<file path="src/rtl/mem_port_arbiter.sv">
// mem_port_arbiter
// Shares one single-port, fixed-latency memory between the instruction-fetch
// requester (IF) and the load/store requester (DM). One transaction is in
// flight at a time. DM normally wins, but once IF has lost STARVE_MAX
// consecutive arbitrations, IF is forced to win the next one.
//
// State  | meaning
// IDLE   | arbitrate; the winner's gnt pulses and its request is latched
// ISSUE  | mem_en=1 for one cycle with the latched address/we/wdata
// WAIT   | count down the memory latency; capture mem_rdata when count hits 0
// RESP   | owner's rvalid pulses for one cycle (store: write acknowledge)
//
// Ports
//   clk, rst                     clock, async active-low reset
//   if_req/if_addr/if_gnt        fetch request, address, accept pulse
//   if_rvalid/if_rdata           fetch data return
//   dm_req/dm_we/dm_addr/dm_wdata/dm_gnt  data request and accept pulse
//   dm_rvalid/dm_rdata           load data return or store acknowledge
//   mem_en/mem_we/mem_addr/mem_wdata/mem_rdata  memory macro interface
//   busy                         high whenever not IDLE
module mem_port_arbiter #(
    parameter int ADDR_W     = 32,
    parameter int DATA_W     = 32,
    parameter int MEM_LAT    = 2,
    parameter int STARVE_MAX = 4
) (
    input  logic              clk,
    input  logic              rst,
    input  logic              if_req,
    input  logic [ADDR_W-1:0] if_addr,
    output logic              if_gnt,
    output logic              if_rvalid,
    output logic [DATA_W-1:0] if_rdata,
    input  logic              dm_req,
    input  logic              dm_we,
    input  logic [ADDR_W-1:0] dm_addr,
    input  logic [DATA_W-1:0] dm_wdata,
    output logic              dm_gnt,
    output logic              dm_rvalid,
    output logic [DATA_W-1:0] dm_rdata,
    output logic              mem_en,
    output logic              mem_we,
    output logic [ADDR_W-1:0] mem_addr,
    output logic [DATA_W-1:0] mem_wdata,
    input  logic [DATA_W-1:0] mem_rdata,
    output logic              busy
);

    localparam int CNT_W = $clog2(MEM_LAT + 1);
    localparam int SW    = $clog2(STARVE_MAX + 1);
    localparam logic [CNT_W-1:0] LAT_LOAD   = CNT_W'(MEM_LAT - 1);
    localparam logic [SW-1:0]    STARVE_TOP = SW'(STARVE_MAX);

    typedef enum logic [1:0] {IDLE, ISSUE, WAIT, RESP} state_t;

    state_t            state, state_nxt;
    logic [CNT_W-1:0]  wait_cnt;
    logic [SW-1:0]     starve_cnt;
    logic              owner_dm;
    logic              we_q;
    logic [ADDR_W-1:0] addr_q;
    logic [DATA_W-1:0] wdata_q;
    logic              pick_dm, pick_if;

    always_comb begin
        state_nxt = state;
        pick_dm   = 1'b0;
        pick_if   = 1'b0;
        case (state)
            IDLE: begin
                if (dm_req && !(starve_cnt == STARVE_TOP && if_req)) begin
                    pick_dm = 1'b1;
                end else if (if_req) begin
                    pick_if = 1'b1;
                end
                if (pick_dm || pick_if) begin
                    state_nxt = ISSUE;
                end
            end
            ISSUE:   state_nxt = WAIT;
            WAIT:    if (wait_cnt == '0) state_nxt = RESP;
            RESP:    state_nxt = IDLE;
            default: state_nxt = IDLE;
        endcase
    end

    // State is IDLE while reset is held, so the grant pick can be live;
    // gate it so no gnt escapes during reset.
    assign dm_gnt    = pick_dm & rst;
    assign if_gnt    = pick_if & rst;
    assign mem_en    = (state == ISSUE);
    assign mem_we    = mem_en & we_q;
    assign mem_addr  = addr_q;
    assign mem_wdata = wdata_q;
    assign busy      = (state != IDLE);
    assign dm_rvalid = (state == RESP) &  owner_dm;
    assign if_rvalid = (state == RESP) & ~owner_dm;

    always_ff @(posedge clk or negedge rst) begin
        if (!rst) begin
            state <= IDLE;
        end else begin
            state <= state_nxt;
        end
    end

    always_ff @(posedge clk or negedge rst) begin
        if (!rst) begin
            owner_dm   <= 1'b0;
            we_q       <= 1'b0;
            addr_q     <= '0;
            wdata_q    <= '0;
            wait_cnt   <= '0;
            starve_cnt <= '0;
            if_rdata   <= '0;
            dm_rdata   <= '0;
        end else begin
            if (pick_dm) begin
                owner_dm <= 1'b1;
                we_q     <= dm_we;
                addr_q   <= dm_addr;
                wdata_q  <= dm_wdata;
            end else if (pick_if) begin
                owner_dm <= 1'b0;
                we_q     <= 1'b0;
                addr_q   <= if_addr;
            end

            if (pick_dm && if_req && starve_cnt != STARVE_TOP) begin
                starve_cnt <= starve_cnt + SW'(1);
            end else if (pick_if) begin
                starve_cnt <= '0;
            end

            // Loading MEM_LAT-1 makes the zero-count WAIT cycle coincide
            // with mem_rdata valid; MEM_LAT==1 lands there directly.
            if (state == ISSUE) begin
                wait_cnt <= LAT_LOAD;
            end else if (state == WAIT && wait_cnt != '0) begin
                wait_cnt <= wait_cnt - CNT_W'(1);
            end

            if (state == WAIT && wait_cnt == '0 && !we_q) begin
                if (owner_dm) begin
                    dm_rdata <= mem_rdata;
                end else begin
                    if_rdata <= mem_rdata;
                end
            end
        end
    end

endmodule
</file>
<file path="config.mk">
export PLATFORM = sky130hd
export DESIGN_NAME = mem_port_arbiter
export DESIGN_NICKNAME = d
export VERILOG_FILES = /design/src/rtl/mem_port_arbiter.sv
export SDC_FILE = /design/constraint.sdc
export NUM_CORES = 1
export LEC_CHECK = 0
export CAP_MARGIN = 20
export CORE_ASPECT_RATIO = 1.5
export CORE_MARGIN = 8
export CORE_UTILIZATION = 30
export CTS_BUF_LIST = sky130_fd_sc_hd__clkbuf_4
export CTS_CLUSTER_DIAMETER = 200
export DETAILED_ROUTE_END_ITERATION = 10
export SYNTH_ARGS = -nofsm -noshare
export SYNTH_HDL_FRONTEND = slang
export SYNTH_SLANG_ARGS = --single-unit
</file>
<file path="constraint.sdc">
create_clock -name clk -period 2.4 [get_ports clk]
set_input_delay 0.72 -clock clk [delete_from_list [all_inputs] [get_ports clk]]
set_output_delay 0.72 -clock clk [all_outputs]
set_load 0.1 [all_outputs]
</file>
==> results of run 1 <==
## area by class of cell
| type | instances | share of cell area (%) |
|---|---|---|
| flip-flops and latches | 137 | 38.9 |
| well taps | 220 | 3.12 |
| clock inverters | 11 | 2.50 |
| inverters | 9 | 0.383 |
| diodes | 1 | 0.0284 |
| multi-input cells | 203 | 23.4 |
| clock buffers | 20 | 1.70 |
| repair buffers | 289 | 30.0 |
## cell usage after synthesis, types with 2 or more instances
| cell type | count |
|---|---|
| dfrtp_1 | 137 |
| mux2_2 | 96 |
| o221a_1 | 29 |
| nand2b_1 | 23 |
| or2b_1 | 11 |
| buf_2 | 10 |
| inv_1 | 9 |
| ha_1 | 7 |
| nand2_1 | 6 |
| nor2_1 | 5 |
| buf_4 | 4 |
| buf_6 | 3 |
| clkbuf_1 | 3 |
| nand3_1 | 3 |
| o21ai_0 | 3 |
| o221a_2 | 3 |
| and2_1 | 2 |
| mux2_1 | 2 |
| nor2b_1 | 2 |
## layout by cell type, fill, tap and decap left out, types with 2 or more instances in the layout
master / netlist / routed
buf_6: 3 / 2
buf_12: 0 / 11
bufinv_16: 0 / 6
nand2_1: 6 / 6
dlygate4sd2_1: 0 / 2
o221a_1: 29 / 29
mux2_2: 96 / 96
nor2_4: 0 / 2
inv_2: 0 / 4
nand2b_1: 23 / 23
or2b_1: 11 / 11
and2_4: 0 / 2
clkdlybuf4s50_1: 0 / 129
nand3_1: 3 / 2
buf_4: 4 / 145
mux2_1: 2 / 2
o21ai_0: 3 / 3
clkbuf_4: 0 / 20
inv_1: 9 / 5
ha_1: 7 / 3
nor2_1: 5 / 3
o221a_2: 3 / 3
dfrtp_1: 137 / 137
ha_4: 0 / 3
clkinv_4: 0 / 3
## cells by family after synthesis
family | Yosys count | synth area share, %
flops | 137 | 61.8
compound gates | 41 | 7.55
mux | 98 | 19.9
xor+xnor | 1 | 0.158
fa+ha+maj | 7 | 1.58
buf+inv | 30 | 2.95
simple gates | 56 | 6.11
## critical path: stages, from the launching register on
cell	delay, ns
dfrtp_1	0.41
inv_2	0.07
ha_4	0.14
a21boi_2	0.06
or2_4	0.27
nor2_4	0.10
buf_12	0.18
## routing by layer
| layer | track usage [%] | up-vias | part of all wire [%] |
|---|---|---|---|
| li1 | - | 1900 | - |
| met1 | 14.2 | 2044 | 35 |
| met2 | 27.5 | 165 | 55 |
| met3 | 5.67 | 22 | 7.5 |
| met4 | 6.55 | 0 | 2.5 |
| met5 | 0 | - | 0 |
## path summary, 6_finish.rpt
check                              start            to  slack, ns  cells after the start
setup / recovery           starve_cnt[1]        if_gnt      -0.07                      6
hold / removal                       rst  mem_addr[17]       0.33                      2
setup reg to reg                state[0]   if_rdata[2]       0.46                      6
hold reg to reg              if_rdata[7]   if_rdata[7]       0.51                      1
max in group asynchronous            rst      state[1]       1.50                      2
min in group clk             if_rdata[7]   if_rdata[7]       0.51                      1
## stage by stage
stage	utilization [%]	worst slack (ns)	cell area (µm²)	std cells
5_1_grt	48.1	-0.208	8810	890
4_1_cts	47.9	-0.167	8770	886
2_1_floorplan	-	-0.153	5590	370
3_5_place_dp	45.4	-0.180	8310	849
3_3_place_gp	45.4	-0.196	8310	849
6_report	48.1	-0.0705	8810	890
## repair_timing
action,in CTS,in global routing
pin swaps,4,5
cloned,0,0
endpoints found under the hold margin,0,0
resized for setup,16,4
setup buffers,6,3
endpoints found under the setup margin,4,6
## flip-flops by register name (all words and copies together), names as in the netlist
register and cells:
we_q 1, dm_rdata 32, owner_dm 1, mem_wdata 32
mem_addr 32, starve_cnt 3, state 2, wait_cnt 2
if_rdata 32
==> results.md, run 1 <==
- Layout cells sized above 1: 45.9%
- Count of input and output buffers: 267
- Status: finished, violations left
- Clock latency on the worst-skew pair: 0.52 ns
- Fmax: 405 MHz
- Fin Setup TNS: -0.0794 ns
- Worst min path class: in2async
- Setup-failing EPs final: 2
- YS warnings: 0
- Worst setup margin: -0.0705 ns
- RSZ-0062 raised after global routing: true
- Most area-consuming cells after synthesis: dfrtp_1, mux2_2, o221a_1
- Slew @ Worst Pin: 0.774 ns
- # IOs: 268
- Final worst path period share: 103%
- H-tree levels: 4
- Area growth from synthesis to layout: 58.8%
- Worst-path fanout max: 3
- Yosys top cell area share: 61.8%
- Die area: 23,200 µm²
- Residual DRC: 0
- Vias per cell: 4.64
- Hold WS: 0.327 ns
- Setup Crit Path Kind: reg2out
- Via count: 4,131
- Initial Util: 30.3%
- Failing checks: negative setup slack
- First-pass GRT wire length: 26,500 µm
- Die Y: 183 µm
- Antenna violations before repair: 1
- Synth Register Bits: 137
- Post-synth EDFFs: 0
- Seq/Total Area, Yosys: 61.8%
- Syn Inst Count: 370
- Global route total overflow: 0
- # fillers: 1,664
- Hold_buf cts: 0
- Drt initial violations: 157
- Min Tclk post-route: 2.47 ns
- CTS tree: built
- Vias in the first global route: 4,743
- Routed Antenna Nets: 0
- Ys async rst share: 100%
- Final WL: 17,200 µm
- Crit path capture type: output port
- CTS clock-pin slew for the worst setup and hold paths: 0.12 ns
- Syn_nets: 510
- Root Buffer: clkbuf_4
- DP Wirelength: 12,800 µm
- Slew Limit Fails: 0
- Core area: 18,300 µm²
- Primary FF master, synth: dfrtp_1
- Max Root-Sink Buffers: 2
- TritonRoute pass-1 iters: 4
- FP Rows: 61
- Yosys cell types: 31
- Critical path required time: 1.68 ns
- Number of max-cap violations: 0
- Synth area leader: dfrtp_1
- Largest net degree at the start of global routing: 138
- Register area: 3430 µm²
- Overall Global Routing Usage: 14.9%
- CTS Buf Count: 17
- Chip width: 127 µm
- Fin nets: 797
- TritonCTS Sinks: 137
- Multi-input gate area: 2060 µm²
- GPL Wtd Cong: 0.736
- WP data arrival: 1.75 ns
- Startpoint types: register
- Syn_area_per_cell: 15.0 µm²
- Cell area after synthesis: 5550 µm²
- Wire length per cell: 19.4 µm
- Fin. Hold Viols: 0
- Slew margin rel.: 48.4%
- Worst Skew: 0.0170 ns
Power of run 1 is left out: the tool's default activity adds up to more than one toggle a clock period on the data nets, which glitch-free logic cannot reach.
==> inputs of run 2 (changes only) <==
--- a/config.mk
+++ b/config.mk
@@ -12,6 +12,7 @@
 export CTS_BUF_LIST = sky130_fd_sc_hd__clkbuf_4
 export CTS_CLUSTER_DIAMETER = 200
 export DETAILED_ROUTE_END_ITERATION = 10
+export SETUP_SLACK_MARGIN = 0.3
 export SYNTH_ARGS = -nofsm -noshare
 export SYNTH_HDL_FRONTEND = slang
 export SYNTH_SLANG_ARGS = --single-unit
==> run 2 against run 1 <==
  * The run still ends with negative setup slack left
  * Die area unchanged
  * First-iteration DRC count grew 9.6%
  * Utilization down 0.25 points
  * Non-clock buffer count grew 5
  * Flip-flop and latch count unchanged
  * Critical path depth stayed put
==> results.md, run 2 (same netlist as run 1, synthesis figures left out) <==
- Status: finished, violations left
- Failing checks: negative setup slack
- Core area: 18,300 µm² (unchanged)
- Fin. Hold Viols: 0 (unchanged)
- Crit path capture type: output port
- Count of input and output buffers: 267 (unchanged)
- DP Wirelength: 12,900 µm (+0.89%)
- Setup-failing EPs final: 2 (unchanged)
- # IOs: 268 (unchanged)
- Layout cells sized above 1: 46.4% (+0.48 points)
- Most common cell after layout, fill and taps aside: buf_4
- Worst-path fanout max: 2 (-1)
- Critical path required time: 1.68 ns (about the same)
- Vias in the first global route: 4,668 (-1.6%)
- CTS tree: built
- Initial Util: 30.3% (unchanged)
- Root Buffer: clkbuf_4
- Chip width: 127 µm (unchanged)
- Slew @ Worst Pin: 0.737 ns (-0.0369 ns)
- Residual DRC: 0 (unchanged)
- Hold_buf cts: 0 (unchanged)
- Overall Global Routing Usage: 14.7% (-0.12 points)
- Startpoint types: register
- Min Tclk post-route: 2.49 ns (+0.0152 ns)
- Largest net degree at the start of global routing: 138 (unchanged)
- CP peak stage delay: 0.42 ns (about the same)
- H-tree levels: 4 (unchanged)
- GPL Wtd Cong: 0.787 (+6.9%)
- Top delay family on crit path: flip-flops
- Wire length per cell: 19.4 µm (+0.16%)
- TritonCTS Sinks: 137 (unchanged)
- Worst min path class: in2async
- CTS clock-pin slew for the worst setup and hold paths: 0.12 ns (about the same)
- Setup Crit Path Kind: reg2out
- First-pass GRT wire length: 26,500 µm (about the same)
- Drt initial violations: 172 (+9.6%)
- Slew Limit Fails: 0 (unchanged)
- WP data arrival: 1.77 ns (+0.02 ns)
- Area growth from synthesis to layout: 58.0%
- Routed Antenna Nets: 0 (unchanged)
- Worst Skew: 0.0220 ns (+0.00501 ns)
- Most frequent cells in the layout: buf_4, dfrtp_1, clkdlybuf4s50_1
- FP Rows: 61 (unchanged)
- Antenna violations before repair: 2 (+1)
- TritonRoute pass-1 iters: 4 (unchanged)
- Final WL: 17,400 µm (+0.95%)
- Via count: 4,171 (+0.97%)
- Finished Core Util: 47.9% (-0.25 points)
- Buf/Inv on CP: 2 (unchanged)
- Crit-path slowest cell: dfrtp_1
- Die area: 23,200 µm² (unchanged)
- Vias per cell: 4.65 (+0.18%)
- CTS Buf Count: 17 (unchanged)
- Global route total overflow: 0 (unchanged)
- Fmax: 402 MHz (-0.61%)
- Final worst path period share: 104% (+0.64 points)
- Fin nets: 802 (+0.63%)
- Number of max-cap violations: 0 (unchanged)
- RSZ-0062 raised after global routing: true
- Max Root-Sink Buffers: 2 (unchanged)
- Worst-path cell chain: inv_2, ha_4, nand2_2, or2_4, nor2_4, buf_12
- Die Y: 183 µm (unchanged)
- Worst setup margin: -0.0857 ns (-0.0152 ns)
- Clock latency on the worst-skew pair: 0.53 ns (about the same)
- Slew margin rel.: 50.9% (+2.5 points)
==> run 2: through the flow <==
step / std cells / hold slack, ns / TNS [ns] / cell area, µm² / worst slack (ns)
finish: 897 / 0.295 / -0.0947 / 8770 / -0.0857
global route: 897 / 0.307 / -0.512 / 8770 / -0.202
CTS: 890 / 0.284 / -0.271 / 8670 / -0.174
detailed placement: 849 / 0.494 / -0.374 / 8310 / -0.186
global placement: 849 / 0.472 / -0.301 / 8310 / -0.204
floorplan: 370 / 0.424 / -0.153 / 5590 / -0.153
==> run 2: area by class of cell <==
type                       count  area (µm²)
multi-input combinational    203        2070
sequential                   137        3430
tap                          220         275
clock inverter                13        98.8
fill                        1680        9550
antenna                        2        5.00
clock buffer                  19         143
timing repair buffer         294        2710
inverter                       9        36.3
==> run 2: per-layer routing <==
| layer | share of wire [%] | routed length, µm | GRT usage, % |
|---|---|---|---|
| met3 | 7.8 | 1360 | 5.61 |
| met1 | 35 | 6170 | 14.6 |
| met4 | 1.8 | 315 | 5.26 |
| met5 | 0 | 0 | 0 |
| met2 | 55 | 9560 | 27.2 |
==> run 2: repair_timing <==
item                       in CTS  in global routing
setup endpoints to repair       7                  7
hold endpoints to repair        0                  0
resized for setup              15                 14
gates cloned                    0                  0
pin swaps                       5                  7
buffers inserted                9                  5
==> run 2: path summary, 6_finish.rpt <==
path	startpoint	endpoint	slack [ns]	cells after the start
worst max-delay path	state[1]	if_gnt	-0.09	6
worst min register to register	if_rdata[3]	if_rdata[3]	0.52	1
worst min-delay path	rst	we_q	0.30	2
max in group asynchronous	rst	if_rdata[20]	1.56	2
min in group clk	if_rdata[3]	if_rdata[3]	0.52	1
worst max register to register	state[1]	if_rdata[2]	0.43	7
Power of run 2 is left out for the same reason.
==> inputs of run 3 (changes only) <==
--- a/config.mk
+++ b/config.mk
@@ -7,12 +7,13 @@
 export LEC_CHECK = 0
 export CAP_MARGIN = 20
 export CORE_ASPECT_RATIO = 1.5
-export CORE_MARGIN = 8
-export CORE_UTILIZATION = 30
+export CORE_MARGIN = 2
+export CORE_UTILIZATION = 25
 export CTS_BUF_LIST = sky130_fd_sc_hd__clkbuf_4
 export CTS_CLUSTER_DIAMETER = 200
 export DETAILED_ROUTE_END_ITERATION = 10
 export SETUP_SLACK_MARGIN = 0.3
+export SKIP_CTS_REPAIR_TIMING = 1
 export SYNTH_ARGS = -nofsm -noshare
 export SYNTH_HDL_FRONTEND = slang
 export SYNTH_SLANG_ARGS = --single-unit
==> run 3 against run 2 <==
  * The flow still finishes with violations (negative setup slack)
  * Largest cell class unchanged
  * Sequential share of layout area is 0.095 points lower
  * Critical path type is now in2out
  * Register-to-register slack better by 0.11 ns
  * Cell count is 4.9% higher
  * Clock skew is 0.0080 ns lower
  * Global-route usage is 1.4 points lower
  * Flip-flop and latch count stayed put
==> results.md, run 3 (same netlist as run 1, synthesis figures left out) <==
- Top delay family on crit path: buffers and inverters
- Critical path depth: 6 (unchanged)
- Final WL: 15,600 µm (-10%)
- Area growth from synthesis to layout: 58.4%
- Final worst path period share: 113% (+9.4 points)
- Die area: 23,400 µm² (+1.0%)
- Failing checks: negative setup slack
- CTS clock-pin slew for the worst setup and hold paths: 0.12 ns (about the same)
- WP data arrival: 1.99 ns (+0.22 ns)
- Worst-path fanout max: 3 (+1)
- # IOs: 268 (unchanged)
- Antenna violations before repair: 0 (-2)
- Fmax: 369 MHz (-8.3%)
- RSZ-0062 raised after global routing: true
- Number of max-cap violations: 0 (unchanged)
- Placed instance count: 902 (+6.2%)
- R2R depth: 5 (-2)
- Layout cells sized above 1: 45.6% (-0.78 points)
- Setup-failing EPs final: 2 (unchanged)
- Initial Util: 25.6% (-4.7 points)
- FP Rows: 66 (+8.2%)
- Most frequent cells in the layout: buf_4, dfrtp_1, clkdlybuf4s50_1
- Flop-to-flop setup slack: 0.54 ns (+0.11 ns)
- Die Y: 186 µm (+2.1%)
- Status: finished, violations left
- R2R Path End: if_rdata[20]
- Fin. Hold Viols: 0 (unchanged)
- CTS tree: built
- First-pass GRT wire length: 24,900 µm (-6.1%)
- Crit path capture type: output port
- Startpoint types: primary input
- CP peak stage delay: 0.41 ns (about the same)
- Residual DRC: 0 (unchanged)
- Vias per cell: 4.37 (-6.0%)
- Global route total overflow: 0 (unchanged)
- Overall Global Routing Usage: 13.4% (-1.4 points)
- Core area: 21,700 µm² (+19%)
- Vias in the first global route: 4,666 (-0.043%)
- Via count: 4,113 (-1.4%)
- Post-Layout Cell Count: 941 (+4.9%)
- Root Buffer: clkbuf_4
- Worst setup margin: -0.311 ns (-0.225 ns)
- Max Root-Sink Buffers: 2 (unchanged)
- GPL Wtd Cong: 0.739 (-6.1%)
- Ant diodes: 0 (-2)
- Worst slack, placed: -0.316 ns (-0.130 ns)
- RR Startpoint: state[0]
- Fin nets: 798 (-0.50%)
- Most common cell after layout, fill and taps aside: buf_4
- H-tree levels: 4 (unchanged)
- Crit-path slowest cell: clkdlybuf4s50_1
- Area after DPL: 8370 µm² (+0.72%)
- TritonRoute pass-1 iters: 4 (unchanged)
- Drt initial violations: 86 (-50%)
- Design area: 8790 µm² (+0.24%)
- Setup Crit Path Kind: in2out
- Worst min path class: in2async
- Slew Limit Fails: 0 (unchanged)
- Critical path required time: 1.68 ns (about the same)
- Wire length per cell: 16.6 µm (-14%)
- Slew margin rel.: 39.9% (-11 points)
- Count of input and output buffers: 267 (unchanged)
- DP Wirelength: 11,600 µm (-10%)
- Routed Antenna Nets: 0 (unchanged)
- Slew @ Worst Pin: 0.901 ns (+0.164 ns)
- Chip width: 126 µm (-1.1%)
- Worst-path cell chain: clkdlybuf4s50_1, a21boi_2, buf_4, or2_4, nor2_4, buf_12
- Clock latency on the worst-skew pair: 0.51 ns (-0.02 ns)
- Min Tclk post-route: 2.71 ns (+0.225 ns)
- Largest net degree at the start of global routing: 70 (-49%)
- Worst Skew: 0.0140 ns (-0.00801 ns)
- CTS Buf Count: 17 (unchanged)
- Buf/Inv on CP: 3 (+1)
- TritonCTS Sinks: 137 (unchanged)
-- run 3: cell type report --
| type | instances | area, µm² |
|---|---|---|
| Clock buffer | 17 | 128 |
| Inverter | 9 | 33.8 |
| Tap cell | 272 | 340 |
| Clock inverter | 13 | 155 |
| Sequential cell | 137 | 3430 |
| Multi-Input combinational cell | 203 | 2060 |
| Fill cell | 2089 | 12900 |
| Timing Repair Buffer | 290 | 2640 |
-- run 3: per-stage QoR --
step           hold WS (ns)  utilization (%)  setup TNS [ns]
3_5_place_dp          0.489             38.6          -0.454
5_1_grt               0.397             40.5          -0.650
3_3_place_gp          0.476             38.6          -0.453
6_report              0.392             40.5          -0.399
2_1_floorplan         0.424                -          -0.153
4_1_cts               0.374             39.9          -0.935
-- run 3: worst max-delay path by stage --
stage	startpoint	to	slack, ns
floorplan	dm_req	if_gnt	-0.15
global placement	dm_req	if_gnt	-0.32
detailed placement	dm_req	if_gnt	-0.32
CTS	state[0]	if_gnt	-0.46
global route	starve_cnt[0]	if_gnt	-0.41
finish	dm_req	if_gnt	-0.31
-- run 3: metal layers --
layer | track usage (%) | vias up | wire length, µm
met5 | 0 | - | 0
met4 | 3.50 | 0 | 160
met3 | 4.50 | 13 | 1130
met2 | 24.3 | 170 | 8320
met1 | 14.8 | 2035 | 6020
li1 | - | 1895 | -
Power of run 3 is left out for the same reason.
